===== config.mk =====
export PLATFORM = sky130hd
export DESIGN_NAME = alu_regfile
export DESIGN_NICKNAME = d
export VERILOG_FILES = /design/src/rtl/alu_regfile.sv
export SDC_FILE = /design/constraint.sdc
export NUM_CORES = 1
export LEC_CHECK = 0
export BUFFER_PORTS_ARGS = -buffer_cell sky130_fd_sc_hd__buf_2
export CORE_UTILIZATION = 50
export CTS_CLUSTER_DIAMETER = 30
export DETAILED_ROUTE_END_ITERATION = 8
export PLACE_DENSITY = 0.64
export SLEW_MARGIN = 10
export SYNTH_ARGS = -nofsm -noshare
export SYNTH_HDL_FRONTEND = slang
export SYNTH_SLANG_ARGS = --single-unit

===== constraint.sdc =====
create_clock -name clk -period 3.1 [get_ports clk]
set_input_delay 0.62 -clock clk [delete_from_list [all_inputs] [get_ports clk]]
set_output_delay 0.62 -clock clk [all_outputs]
set_load 0.1 [all_outputs]

===== src/rtl/alu_regfile.sv =====
// alu_regfile
//   Register file and flags register sitting directly in front of the ALU.
//   Two registered read ports feed the ALU A/B operands. The single write
//   port takes the ALU result back. A flags register captures the ALU flags
//   and returns the stored carry as the ALU carry-in.
//
// Ports
//   clk        in   rising-edge clock
//   reset      in   synchronous, active-high reset (clears storage and outputs)
//   ra_addr    in   read port A address
//   rb_addr    in   read port B address
//   wr_en      in   write enable
//   wr_addr    in   write address
//   wr_data    in   write data (normally ALU C)
//   flags_we   in   load flags_in into the flags register
//   flags_in   in   ALU flags
//   a_out      out  registered read data, port A (1-cycle latency)
//   b_out      out  registered read data, port B (1-cycle latency)
//   flags_out  out  flags register contents
//   cin_out    out  flags_out[CARRY_B], combinational
//
// Handshake: none. Every input is sampled on every rising edge; there is no
// valid/ready pairing and no back-pressure.
//
// There is no state machine in this block.
module alu_regfile #(
    parameter int DATA_W  = 16,
    parameter int ADDR_W  = 4,
    parameter int FLAGS_W = 5,
    parameter int CARRY_B = 3,
    parameter int ZERO_R0 = 1
) (
    input  logic               clk,
    input  logic               reset,
    input  logic [ADDR_W-1:0]  ra_addr,
    input  logic [ADDR_W-1:0]  rb_addr,
    input  logic               wr_en,
    input  logic [ADDR_W-1:0]  wr_addr,
    input  logic [DATA_W-1:0]  wr_data,
    input  logic               flags_we,
    input  logic [FLAGS_W-1:0] flags_in,
    output logic [DATA_W-1:0]  a_out,
    output logic [DATA_W-1:0]  b_out,
    output logic [FLAGS_W-1:0] flags_out,
    output logic               cin_out
);

    localparam int DEPTH = 2 ** ADDR_W;

    logic [DATA_W-1:0]  mem_q [DEPTH];
    logic [DATA_W-1:0]  mem_d [DEPTH];
    logic [DATA_W-1:0]  a_q, a_d;
    logic [DATA_W-1:0]  b_q, b_d;
    logic [FLAGS_W-1:0] flags_q, flags_d;

    // A write to r0 is swallowed when r0 is hard-wired to zero.
    logic wr_eff;
    logic r0_fixed;

    // Stored contents of an address; r0 reads 0 regardless of history
    // when it is hard-wired.
    function automatic logic [DATA_W-1:0] rd_val(input logic [ADDR_W-1:0] addr);
        if (r0_fixed && addr == '0) begin
            return '0;
        end
        return mem_q[addr];
    endfunction

    always_comb begin
        r0_fixed = (ZERO_R0 != 0);
        wr_eff   = wr_en && !(r0_fixed && wr_addr == '0);

        // Storage update.
        for (int i = 0; i < DEPTH; i++) begin
            mem_d[i] = mem_q[i];
        end
        if (wr_eff) begin
            mem_d[wr_addr] = wr_data;
        end

        // Read ports. When the same edge writes the address being read, the
        // new data is forwarded so the ALU never sees a stale operand. A
        // suppressed r0 write does not forward, so r0 still reads zero.
        a_d = rd_val(ra_addr);
        b_d = rd_val(rb_addr);
        if (wr_eff && wr_addr == ra_addr) begin
            a_d = wr_data;
        end
        if (wr_eff && wr_addr == rb_addr) begin
            b_d = wr_data;
        end

        // Flags load, independent of the register write.
        flags_d = flags_q;
        if (flags_we) begin
            flags_d = flags_in;
        end
    end

    always_ff @(posedge clk) begin
        if (reset) begin
            for (int i = 0; i < DEPTH; i++) begin
                mem_q[i] <= '0;
            end
            a_q     <= '0;
            b_q     <= '0;
            flags_q <= '0;
        end else begin
            for (int i = 0; i < DEPTH; i++) begin
                mem_q[i] <= mem_d[i];
            end
            a_q     <= a_d;
            b_q     <= b_d;
            flags_q <= flags_d;
        end
    end

    assign a_out     = a_q;
    assign b_out     = b_q;
    assign flags_out = flags_q;
    assign cin_out   = flags_q[CARRY_B];

endmodule

## Word level (Yosys, flattened, before mapping)

Memories as Yosys holds them, arrays and structs flattened.
Cells that the tools add are included.

| cells by class | value |
|---|---|
| $lt $le $gt $ge | 2 |
| equality and inequality tests | 2 |
| mux-type cells | 31 |
| bitwise operators | 17 |
| reductions and logical operators | 8 |

Operators by type and width:

| cell | count |
|---|---|
| two-way mux 16 bit | 23 |
| bitwise mux 256 bit | 1 |
| two-way mux 256 bit | 1 |
| demux 16 bit (select 4 bit) | 1 |
| OR 1 bit | 16 |
| zero test 4 bit | 3 |
| == test 4 bit | 2 |
| >= comparator 5 bit (second input constant) | 1 |
| < comparator 5 x 1 -> 1 bit (second input constant) | 1 |
| two-way mux 1 bit | 5 |
| NOT 4 -> 5 bit | 1 |
| logical AND 1 bit | 4 |
| zero test 1 bit | 1 |

| storage, ports and cells | value |
|---|---|
| flip-flop bits (word level) | 37 |
| memory bits (writable) | 256 |
| input port bits | 37 |
| memories | 1 |

Memories:

| name | words | width | read ports | clocked after Yosys merged registers in | write ports | RTL line | text |
|---|---|---|---|---|---|---|---|
| mem_q | 16 | 16 | 18 | 0 | 16 | 50 | `logic [DATA_W-1:0] mem_q [DEPTH];` |

## Logic depth before layout (Yosys ltp)

Gate-level depths: netlist (run 1).

| depth | value |
|---|---|
| depth in word-level cells | 8 |
| gate-level depth with buffers | 7 |

## Worst setup path before layout (run 1)

OpenSTA, ideal clock, no wires.

| timing | value |
|---|---|
| kind | in2reg |
| from | input port rb_addr[2] |
| to | register b_q[10] (netlist: b_out[10]) |
| library setup time | 117 ps |
| data arrival time | 1908 ps |
| required time | 2983 ps |
| path slack | 1075 ps |
| stages | 6 |
| cells stage by stage | buf_2 > buf_1 > mux4_2 > a22oi_1 > nand2_1 > a22o_1 |

| between the ends | value |
|---|---|
| word-level cells in the longest chain between the ends | 4 |

RTL lines:

| element | RTL line | text |
|---|---|---|
| start, declared | 36 | `input logic [ADDR_W-1:0] rb_addr,` |
| branches (longest 3 deep; another with memory read (16 x 16 bit)) | - |  |
| two-way mux 16 bit * | 89 | `if (wr_eff && wr_addr == rb_addr) begin` |
| end signal, assigned | 106 | `b_q <= '0;` |
| end signal, assigned | 113 | `b_q <= b_d;` |
| end, declared | 53 | `logic [DATA_W-1:0] b_q, b_d;` |

Mark *: on every way between the ends.
A chain may end at the register's enable or synchronous reset.

## Worst setup path after layout (run 1)

| timing | value |
|---|---|
| from | input port ra_addr[2] |
| to | register a_q[7] (netlist: a_out[7]) |

| between the ends | value |
|---|---|
| word-level cells in the longest chain between the ends | 4 |

RTL lines:

| element | RTL line | text |
|---|---|---|
| start, declared | 35 | `input logic [ADDR_W-1:0] ra_addr,` |
| branches (longest 3 deep; another with memory read (16 x 16 bit)) | - |  |
| two-way mux 16 bit * | 86 | `if (wr_eff && wr_addr == ra_addr) begin` |
| end signal, assigned | 105 | `a_q <= '0;` |
| end signal, assigned | 112 | `a_q <= a_d;` |
| end, declared | 52 | `logic [DATA_W-1:0] a_q, a_d;` |

Marked as above.

==> results of run 1 <==
[flip-flops by register name, summed over array words and instances, names as in the netlist]
register	flops
mem_q	256
a_out	16
flags_out	5
b_out	16
[worst max-delay path: cells and delay by family]
family / cells / cell delay (ns)
AND/OR/NAND/NOR: 1 / 0.09
buffers and inverters: 2 / 0.69
AO/OA/AOI/OAI: 2 / 0.54
multiplexers: 1 / 0.50
[synthesized netlist by cell type (all sizes together)]
master / count
dfxtp: 293
o41a: 1
nand3: 5
nor4: 4
nor3b: 3
clkbuf: 68
or2b: 1
mux2i: 5
nor3: 3
and3: 1
nor2b: 22
a22oi: 64
buf: 78
nand2b: 1
and2: 2
o41ai: 1
nand2: 524
a211oi: 2
a22o: 32
nor2: 20
or3b: 1
mux4: 128
a21oi: 240
nand3b: 2
and3b: 2
xor2: 8
[power groups by stage]
| stage | clock, uW | combinational (uW) | sequential, uW |
|---|---|---|---|
| 6_report | 7400 | 739 | 3860 |
| 4_1_cts | 7430 | 730 | 3860 |
| 3_3_place_gp | 0 | 722 | 3930 |
| 5_1_grt | 7640 | 776 | 3870 |
| 3_5_place_dp | 0 | 728 | 3930 |
| 2_1_floorplan | 0 | 456 | 4000 |
[layer usage]
metal	track usage	wire length, um
met2	0.501	20900
met3	0.0550	3910
met1	0.426	18300
met4	0.127	1350
met5	0	0
[through the flow]
| step | utilization | instances | hold WS [ns] |
|---|---|---|---|
| final | 0.616 | 1993 | 0.305 |
| after global routing | 0.616 | 1993 | 0.315 |
| after CTS | 0.616 | 1993 | 0.297 |
| after detailed placement | 0.530 | 1872 | 0.456 |
| after global placement | 0.530 | 1872 | 0.449 |
| after floorplan | - | 1511 | 0.443 |
[cells by family after synthesis]
| kind of cell | after synthesis |
|---|---|
| simple gates | 591 |
| compound gates | 340 |
| flops | 293 |
| buf+inv | 146 |
| mux | 133 |
| xor+xnor | 8 |
[cell type report]
type                    instances  area, sq um
clock buffers                  79         1840
clock inverters                42          539
fillers                      2311        10600
flip-flops and latches        293         5870
multi-input cells            1072         7470
repair buffers                129          865
well taps                     378          473
[final timing paths]
| path | start | endpoint | slack [ns] | cells past startpoint |
|---|---|---|---|---|
| max | ra_addr[2] | a_out[7] | 1.07 | 6 |
| min | flags_in[2] | flags_out[2] | 0.30 | 3 |
| min reg2reg | mem_q[12][6] | mem_q[12][6] | 0.46 | 2 |
| max reg2reg | mem_q[6][7] | a_out[7] | 1.55 | 4 |
==> summary.txt, run 1 <==
Placement
  – PortBufs: 74
  – Dpl cell area: 0.0147 sq mm
  – GP Congestion: 0.898
  – HPWL after DPL: 27.2 mm
  – Place WS: 0.565 ns

Floorplanning
  – Die height: 170 um
  – Core area: 0.0277 sq mm
  – Row count: 61
  – Starting Density: 0.508
  – Die W: 170 um
  – Top Ports: 75
  – Die Footprint: 0.0288 sq mm

Power
  – Clk pwr share: 0.617
  – P_sw: 2920 uW
  – VDD IR-drop max: 0.564 mV
  – Internal: 9090 uW
  – Sw frac: 0.243
  – Comb pwr share: 0.062
  – Power consumption: 12000 uW
  – Seq pwr share: 0.322
  – Leak: 0.00610 uW
  – Pwr/cell area: 704 mW/mm^2

Finish
  – ANT cells: 0
  – Area delta synth->final: 21.3%
  – Share of layout cells above drive strength 1: 0.241
  – Cell area after layout: 0.0171 sq mm
  – Final nets: 1601
  – Most frequent cells in the layout: nand2_1, dfxtp_1, a21oi_1, mux4_2
  – Commonest non-fill, non-tap cell in the layout: nand2_1

Synthesis
  – Post-synthesis xor/xnor area fraction: 0.00498
  – Post-synthesis mux area share: 0.209
  – Share of the synthesized area in the top cell type: 0.417
  – Seq/Total Area, Yosys: 0.417
  – Synth top area cells: dfxtp_1, mux4_2, nand2_1, a21oi_1, a22oi_1
  – Mapped Cells: 1511
  – Synth cell types: 32
  – Cell taking the most area after synthesis: dfxtp_1
  – Synth Register Bits: 293
  – Netlist Area Pre-Place: 0.0141 sq mm
  – Main combinational cell family by area after synthesis: multiplexers
  – Post-synthesis compound-gate area fraction: 0.145
  – Post-Synth Adder-Cell Area: 0
  – Syn_nets: 1548
  – Yosys Warn Count: 0
  – Post-Syn Area per Cell: 9.31 sq um
  – Simple-Gate Fraction of Synth Area: 0.173

STA
  – Tmin final: 2.03 ns
  – Setup tns final: 0 ns
  – Unrepaired setup endpoints after global routing: false
  – Final Worst Setup Slack: 1.07 ns
  – Tcrit/Tclk final: 0.656
  – Slew @ Worst Pin: 0.934 ns
  – Setup Skew: 0.0184 ns
  – Fmax: 0.492 GHz
  – Final setup violation count: 0
  – Worst slew margin: 0.376
  – Final Max Slew Viols: 0
  – Final hold viol count: 0

Clocking
  – Root buf cell: clkbuf_16
  – Hold buffer count at cts: 0
  – Sink Count: 293
  – Clock Latency Late Sink: 0.56 ns
  – CTS resizes: 0
  – H-tree depth: 3
  – Clk buf depth: 3
  – CTS tree: built
  – # Post-CTS Setup Buffers: 0
  – Reg clk slew, reported paths: 0.04 ns
  – CTS Buf Count: 68

Route
  – First-pass detailed-route iteration total: 6
  – ANT nets after route: 0
  – Post-DR wirelength/cell: 22.3 um
  – Number of vias per cell: 6.04
  – Initial DRC Count: 1176
  – DRC violations left: 0
  – Post-Route WL: 44.5 mm
  – Vias: 12032

Critical path
  – CP Capture Type: flop
  – Worst-path maximum fanout: 26
  – Critical path class: in2reg
  – Critical path data arrival time: 2.47 ns
  – Slowest stage delay, CP: 0.50 ns
  – Worst setup SP type: primary input
  – Critical path's most frequent cell: buf_4
  – Slowest-stage cell, CP: mux4_2
  – CP cell instances: buf_4, buf_4, mux4_2, a22oi_1, nand2_1, a22o_1
  – CP required: 3.53 ns

Global routing
  – Largest net degree at the start of global routing: 102
  – First-pass GRT wire length: 68.2 mm
  – Grt ovf: 0
  – GRT Total Usage: 0.315
  – Vias in the first global route: 11882
  – Initial antenna violation count: 0

Run
  – Max cap viols: 0

Hold path
  – Worst min path class: in2reg

Outcome
  – Status: finished clean
(Power assumes the default switching activity.)
==> run 2, diff against run 1 <==
--- a/config.mk
+++ b/config.mk
@@ -9,7 +9,7 @@
 export CORE_UTILIZATION = 50
 export CTS_CLUSTER_DIAMETER = 30
 export DETAILED_ROUTE_END_ITERATION = 8
-export PLACE_DENSITY = 0.64
+export PLACE_DENSITY = 0.67
 export SLEW_MARGIN = 10
 export SYNTH_ARGS = -nofsm -noshare
 export SYNTH_HDL_FRONTEND = slang
==> constraint.sdc (replaced) <==
create_clock -name clk -period 1.83 [get_ports clk]
set_input_delay 0.366 -clock clk [delete_from_list [all_inputs] [get_ports clk]]
set_output_delay 0.366 -clock clk [all_outputs]
set_load 0.1 [all_outputs]
==> run 2 against run 1 <==
  * Via count grew 5.7%
  * Combinational power grew 96%
  * First-iteration DRC count grew 43%
  * Die area is the same
  * Final cell count grew 3.6%
  * Register-to-register slack lost 1.4 ns
  * Worst setup slack lost 1.0 ns
  * Cell area grew 6.2%
  * Power grew 74%
  * Critical path type is now reg2out
  * Highest routed layer is now met5
==> summary.txt, run 2 (synthesis gave the netlist of run 1 again) <==
Outcome
  – Status: finished clean (unchanged)

Route
  – Post-Route WL: 47.4 mm (was 44.5 mm)
  – ANT nets after route: 0 (unchanged)
  – Vias: 12713 (was 12032)
  – First-pass detailed-route iteration total: 6 (unchanged)
  – Initial DRC Count: 1681 (was 1176)
  – Post-DR wirelength/cell: 23.0 um (was 22.3 um)
  – Number of vias per cell: 6.16 (was 6.04)
  – DRC violations left: 0 (unchanged)

Clocking
  – Hold buffer count at cts: 0 (unchanged)
  – Reg clk slew, reported paths: 0.05 ns (was 0.04 ns)
  – Clk buf depth: 3 (unchanged)
  – Clock Latency Late Sink: 0.56 ns (about the same)
  – # Post-CTS Setup Buffers: 0 (unchanged)
  – CTS Buf Count: 67 (was 68)
  – Root buf cell: clkbuf_16 (unchanged)
  – Sink Count: 293 (unchanged)
  – CTS tree: built (unchanged)
  – H-tree depth: 3 (unchanged)

STA
  – Fmax: 0.561 GHz
  – Final setup violation count: 0 (unchanged)
  – Worst slew margin: 0.205 (was 0.376)
  – Setup tns final: 0 ns (unchanged)
  – Tcrit/Tclk final: 0.974
  – Final hold viol count: 0 (unchanged)
  – Tmin final: 1.78 ns
  – Final Worst Setup Slack: 0.0467 ns (was 1.07 ns)
  – Final Max Slew Viols: 0 (unchanged)
  – Unrepaired setup endpoints after global routing: false (unchanged)
  – Worst hold slack: 0.0579 ns (was 0.305 ns)
  – Slew @ Worst Pin: 1.19 ns (was 0.934 ns)
  – Setup Skew: 0.0185 ns (was 0.0184 ns)

Global routing
  – First-pass GRT wire length: 72.4 mm (was 68.2 mm)
  – GRT Total Usage: 0.336 (was 0.315)
  – Initial antenna violation count: 2 (was 0)
  – Largest net degree at the start of global routing: 92 (was 102)
  – Grt ovf: 0 (unchanged)
  – Vias in the first global route: 12648 (was 11882)

Finish
  – Final nets: 1669 (was 1601)
  – Most frequent cells in the layout: nand2_1, dfxtp_1, a21oi_1, mux4_2, buf_4 (was nand2_1, dfxtp_1, a21oi_1, mux4_2)
  – Number of flip-flops in the largest register: 256 (unchanged)
  – Share of layout cells above drive strength 1: 0.269 (was 0.241)
  – Area delta synth->final: 28.8% (was 21.3%)
  – Final Util: 0.654 (was 0.616)
  – Cell area after layout: 0.0181 sq mm (was 0.0171 sq mm)
  – Top reg by flops: mem_q (unchanged)
  – Commonest non-fill, non-tap cell in the layout: nand2_1 (unchanged)

Power
  – Leak: 0.00663 uW (was 0.00610 uW)
  – Pwr/cell area: 1150 mW/mm^2 (was 704 mW/mm^2)
  – VDD IR-drop max: 0.672 mV (was 0.564 mV)

Critical path
  – CP cell instances: buf_2 (was buf_4, buf_4, mux4_2, a22oi_1, nand2_1, a22o_1)
  – Critical path data arrival time: 1.42 ns (was 2.47 ns)
  – Worst r2r dst: b_out[2] (was a_out[7])
  – Reg2reg setup slack: 0.18 ns (was 1.55 ns)
  – Critical path's top delay family: buffers and inverters (unchanged)
  – CP Capture Type: output port (was flop)
  – Critical path class: reg2out (was in2reg)
  – Worst-path maximum fanout: 1 (was 26)
  – Worst R2R Start: mem_q[6][2] (was mem_q[6][7])
  – CP required: 1.46 ns (was 3.53 ns)
  – Reg2Reg Depth: 4 (unchanged)
  – Slowest-stage cell, CP: buf_2 (was mux4_2)
  – Slowest stage delay, CP: 0.47 ns (was 0.50 ns)
  – Worst setup SP type: flop (was primary input)
  – Critical path buffers and inverters: 1 (was 2)

Floorplanning
  – Starting Density: 0.508 (unchanged)
  – Die W: 170 um (unchanged)
  – Top Ports: 75 (unchanged)
  – Die height: 170 um (unchanged)
  – Core area: 0.0277 sq mm (unchanged)
  – Row count: 61 (unchanged)
  – Die Footprint: 0.0288 sq mm (unchanged)

Hold path
  – Hold Path End: flags_out[1] (was flags_out[2])
  – HP Start: flags_in[1] (was flags_in[2])
  – Hold path cells: 3 (unchanged)
  – Worst min path class: in2reg (unchanged)

Placement
  – Dpl cell area: 0.0157 sq mm (was 0.0147 sq mm)
  – Place WS: -0.354 ns (was 0.565 ns)
  – HPWL after DPL: 29.6 mm (was 27.2 mm)
  – PortBufs: 74 (unchanged)
  – GP Congestion: 0.853 (was 0.898)

Run
  – Max cap viols: 0 (unchanged)
-- run 2: timing repair --
action                                  4_1_cts  5_1_grt
hold endpoints to repair                      0        0
endpoints found under the setup margin        0        1
gates resized for setup                       0        1
-- run 2: per-stage QoR --
step,cells,power [uW]
after floorplan,1511,7550
after global placement,1941,8070
after detailed placement,1941,8090
after CTS,2063,20900
after global routing,2063,21300
final,2064,20900
-- run 2: power breakdown --
part           total [uW]  internal [uW]  switching (uW)
combinational        1450            525             928
clock               12900           8980            3880
sequential           6550           6490            62.2
total               20900          16000            4870
-- run 2: worst max path at each step --
stage / start / end / slack [ns] / cells after the start
floorplan: rb_addr[2] / b_out[10] / 0.06 / 6
global placement: rb_addr[1] / b_out[1] / -0.36 / 7
detailed placement: rb_addr[1] / b_out[1] / -0.35 / 7
CTS: b_out[14] / b_out[14] / 0.04 / 1
global route: b_out[2] / b_out[2] / 0.04 / 1
finish: a_out[14] / a_out[14] / 0.05 / 1
-- run 2: area by class of cell --
class / instances / area (sq um)
clock buffers: 85 / 1850
flip-flops and latches: 293 / 5870
well taps: 378 / 473
multi-input cells: 1072 / 7470
diodes: 1 / 2.50
repair buffers: 198 / 1870
fillers: 2128 / 9590
clock inverters: 37 / 586
-- run 2: metal layers --
layer | up-vias | GRT usage | part of all wire
met1 | 6156 | 0.428 | 0.37
met3 | 162 | 0.0728 | 0.12
met5 | - | 0 | 0.0010
met2 | 820 | 0.538 | 0.47
li1 | 5571 | - | -
met4 | 4 | 0.172 | 0.043
==> run 3, diff against run 2 <==
--- a/config.mk
+++ b/config.mk
@@ -10,6 +10,7 @@
 export CTS_CLUSTER_DIAMETER = 30
 export DETAILED_ROUTE_END_ITERATION = 8
 export PLACE_DENSITY = 0.67
+export RECOVER_POWER = 25
 export SLEW_MARGIN = 10
 export SYNTH_ARGS = -nofsm -noshare
 export SYNTH_HDL_FRONTEND = slang
==> run 3 against run 2 <==
  * Power barely moved
  * Global-route usage did not move
  * Routed wire length rose by 0.10%
  * Fmax fell by 0.47%
  * Cell area fell by 0.22%
  * Hold slack improved by 0.0046 ns
  * Combinational power barely moved
  * Worst setup slack got worse by 0.0085 ns
  * Critical path depth did not move
  * First-iteration DRC count fell by 0.54%
  * Utilization fell by 0.14 points
  * Critical endpoint is now b_out[4]
==> summary.txt, run 3 (synthesis gave the netlist of run 1 again) <==
Global routing
  – Vias in the first global route: 12648 (unchanged)
  – Initial antenna violation count: 2 (unchanged)
  – GRT Total Usage: 0.336 (unchanged)
  – Grt ovf: 0 (unchanged)
  – Largest net degree at the start of global routing: 92 (unchanged)
  – First-pass GRT wire length: 72.4 mm (unchanged)

Critical path
  – Reg2reg setup slack: 0.19 ns (was 0.18 ns)
  – CP cell instances: buf_2 (unchanged)
  – Slowest-stage cell, CP: buf_2 (unchanged)
  – CP required: 1.46 ns (about the same)
  – Worst R2R Start: mem_q[6][2] (unchanged)
  – Critical path data arrival time: 1.43 ns (was 1.42 ns)
  – Worst-path maximum fanout: 1 (unchanged)
  – Worst setup SP type: flop (unchanged)
  – CP Capture Type: output port (unchanged)
  – Slowest stage delay, CP: 0.47 ns (about the same)
  – Worst r2r dst: b_out[2] (unchanged)
  – Critical path class: reg2out (unchanged)
  – Setup crit end: b_out[4] (was a_out[14])
  – Critical path's top delay family: buffers and inverters (unchanged)
  – Cell count along the critical path: 1 (unchanged)
  – Critical path buffers and inverters: 1 (unchanged)
  – Worst Setup SP: b_out[4] (was a_out[14])
  – Reg2Reg Depth: 4 (unchanged)

STA
  – Final setup violation count: 0 (unchanged)
  – Final hold viol count: 0 (unchanged)
  – Tmin final: 1.79 ns (was 1.78 ns)
  – Setup Skew: 0.0185 ns (about the same)
  – Final Max Slew Viols: 0 (unchanged)
  – Worst slew margin: 0.219 (was 0.205)
  – Unrepaired setup endpoints after global routing: false (unchanged)
  – Final Worst Setup Slack: 0.0382 ns (was 0.0467 ns)
  – Fmax: 0.558 GHz (was 0.561 GHz)
  – Slew @ Worst Pin: 1.17 ns (was 1.19 ns)
  – Tcrit/Tclk final: 0.979 (was 0.974)

Floorplanning
  – Die W: 170 um (unchanged)
  – Core area: 0.0277 sq mm (unchanged)
  – Die Footprint: 0.0288 sq mm (unchanged)
  – Row count: 61 (unchanged)
  – Die height: 170 um (unchanged)
  – Starting Density: 0.508 (unchanged)
  – Top Ports: 75 (unchanged)

Finish
  – Most frequent cells in the layout: nand2_1, dfxtp_1, a21oi_1, mux4_2, buf_4 (unchanged)
  – Top reg by flops: mem_q (unchanged)
  – Number of flip-flops in the largest register: 256 (unchanged)
  – Commonest non-fill, non-tap cell in the layout: nand2_1 (unchanged)
  – Area delta synth->final: 28.6% (was 28.8%)
  – Share of layout cells above drive strength 1: 0.268 (was 0.269)
  – Cell area after layout: 0.0181 sq mm (about the same)
  – Final nets: 1669 (unchanged)

Outcome
  – Status: finished clean (unchanged)

Clocking
  – Hold buffer count at cts: 0 (unchanged)
  – CTS tree: built (unchanged)
  – Sink Count: 293 (unchanged)
  – Clk buf depth: 3 (unchanged)
  – Root buf cell: clkbuf_16 (unchanged)
  – CTS Buf Count: 67 (unchanged)
  – Reg clk slew, reported paths: 0.04 ns (was 0.05 ns)
  – H-tree depth: 3 (unchanged)
  – Clock Latency Late Sink: 0.56 ns (about the same)

Power
  – Leak: 0.00661 uW (was 0.00663 uW)
  – VDD IR-drop max: 0.673 mV (was 0.672 mV)
  – Pwr/cell area: 1150 mW/mm^2 (about the same)

Hold path
  – Worst min path class: in2reg (unchanged)

Placement
  – PortBufs: 74 (unchanged)
  – Dpl cell area: 0.0157 sq mm (unchanged)
  – GP Congestion: 0.853 (unchanged)
  – Place WS: -0.354 ns (unchanged)
  – HPWL after DPL: 29.6 mm (unchanged)

Route
  – Post-Route WL: 47.5 mm (was 47.4 mm)
  – DRC violations left: 0 (unchanged)
  – First-pass detailed-route iteration total: 6 (unchanged)
  – Vias: 12759 (was 12713)
  – ANT nets after route: 0 (unchanged)
  – Post-DR wirelength/cell: 23.0 um (about the same)
  – Number of vias per cell: 6.18 (was 6.16)
  – Initial DRC Count: 1672 (was 1681)

Run
  – Max cap viols: 0 (unchanged)
run 3: final cells by class:
type                            count  area [sq um]
Clock buffer                       85          1850
Multi-Input combinational cell   1072          7470
Tap cell                          378           473
Fill cell                        2135          9630
Clock inverter                     37           586
Antenna cell                        1          2.50
Timing Repair Buffer              198          1830
Sequential cell                   293          5870
run 3: routing by layer:
metal  wire length (um)  up-vias  GRT usage
met5                 42        -          0
met4               2080        4      0.172
met3               5130      157     0.0728
met2              22300      829      0.538
met1              17900     6190      0.428
li1                   -     5579          -
run 3: what timing repair did:
action	4_1_cts	5_1_grt
buffers inserted	0	0
endpoints found under the hold margin	0	0
gates resized for setup	0	1
endpoints found under the setup margin	0	1
run 3: worst min-delay path by stage:
stage / startpoint / to / slack [ns] / cells after the start
after floorplan: mem_q[12][0] / mem_q[12][0] / 0.44 / 2
after global placement: mem_q[13][11] / mem_q[13][11] / 0.45 / 2
after detailed placement: mem_q[13][3] / mem_q[13][3] / 0.46 / 2
after CTS: flags_in[1] / flags_out[1] / 0.06 / 3
after global routing: flags_in[4] / flags_out[4] / 0.07 / 3
final: flags_in[1] / flags_out[1] / 0.06 / 3
run 3: report_power, final:
part           switching (uW)  internal (uW)  leakage (uW)
sequential               62.1           6490       0.00237
combinational             926            515       0.00307
clock                    3880           8980       0.00117
total                    4860          16000       0.00661
run 3: tightest hold or removal path: stages:
cell     delay [ns]
buf_2          0.07
mux2i_1        0.05
nor2_1         0.07
run 3: per-stage QoR:
stage	cells	utilization	TNS (ns)	hold WS [ns]	total power, uW
finish	2064	0.653	0	0.0625	20800
global route	2063	0.652	0	0.0672	21300
CTS	2063	0.654	0	0.0568	20900
detailed placement	1941	0.566	-5.97	0.457	8090
global placement	1941	0.566	-5.19	0.448	8070
floorplan	1511	-	0	0.443	7550
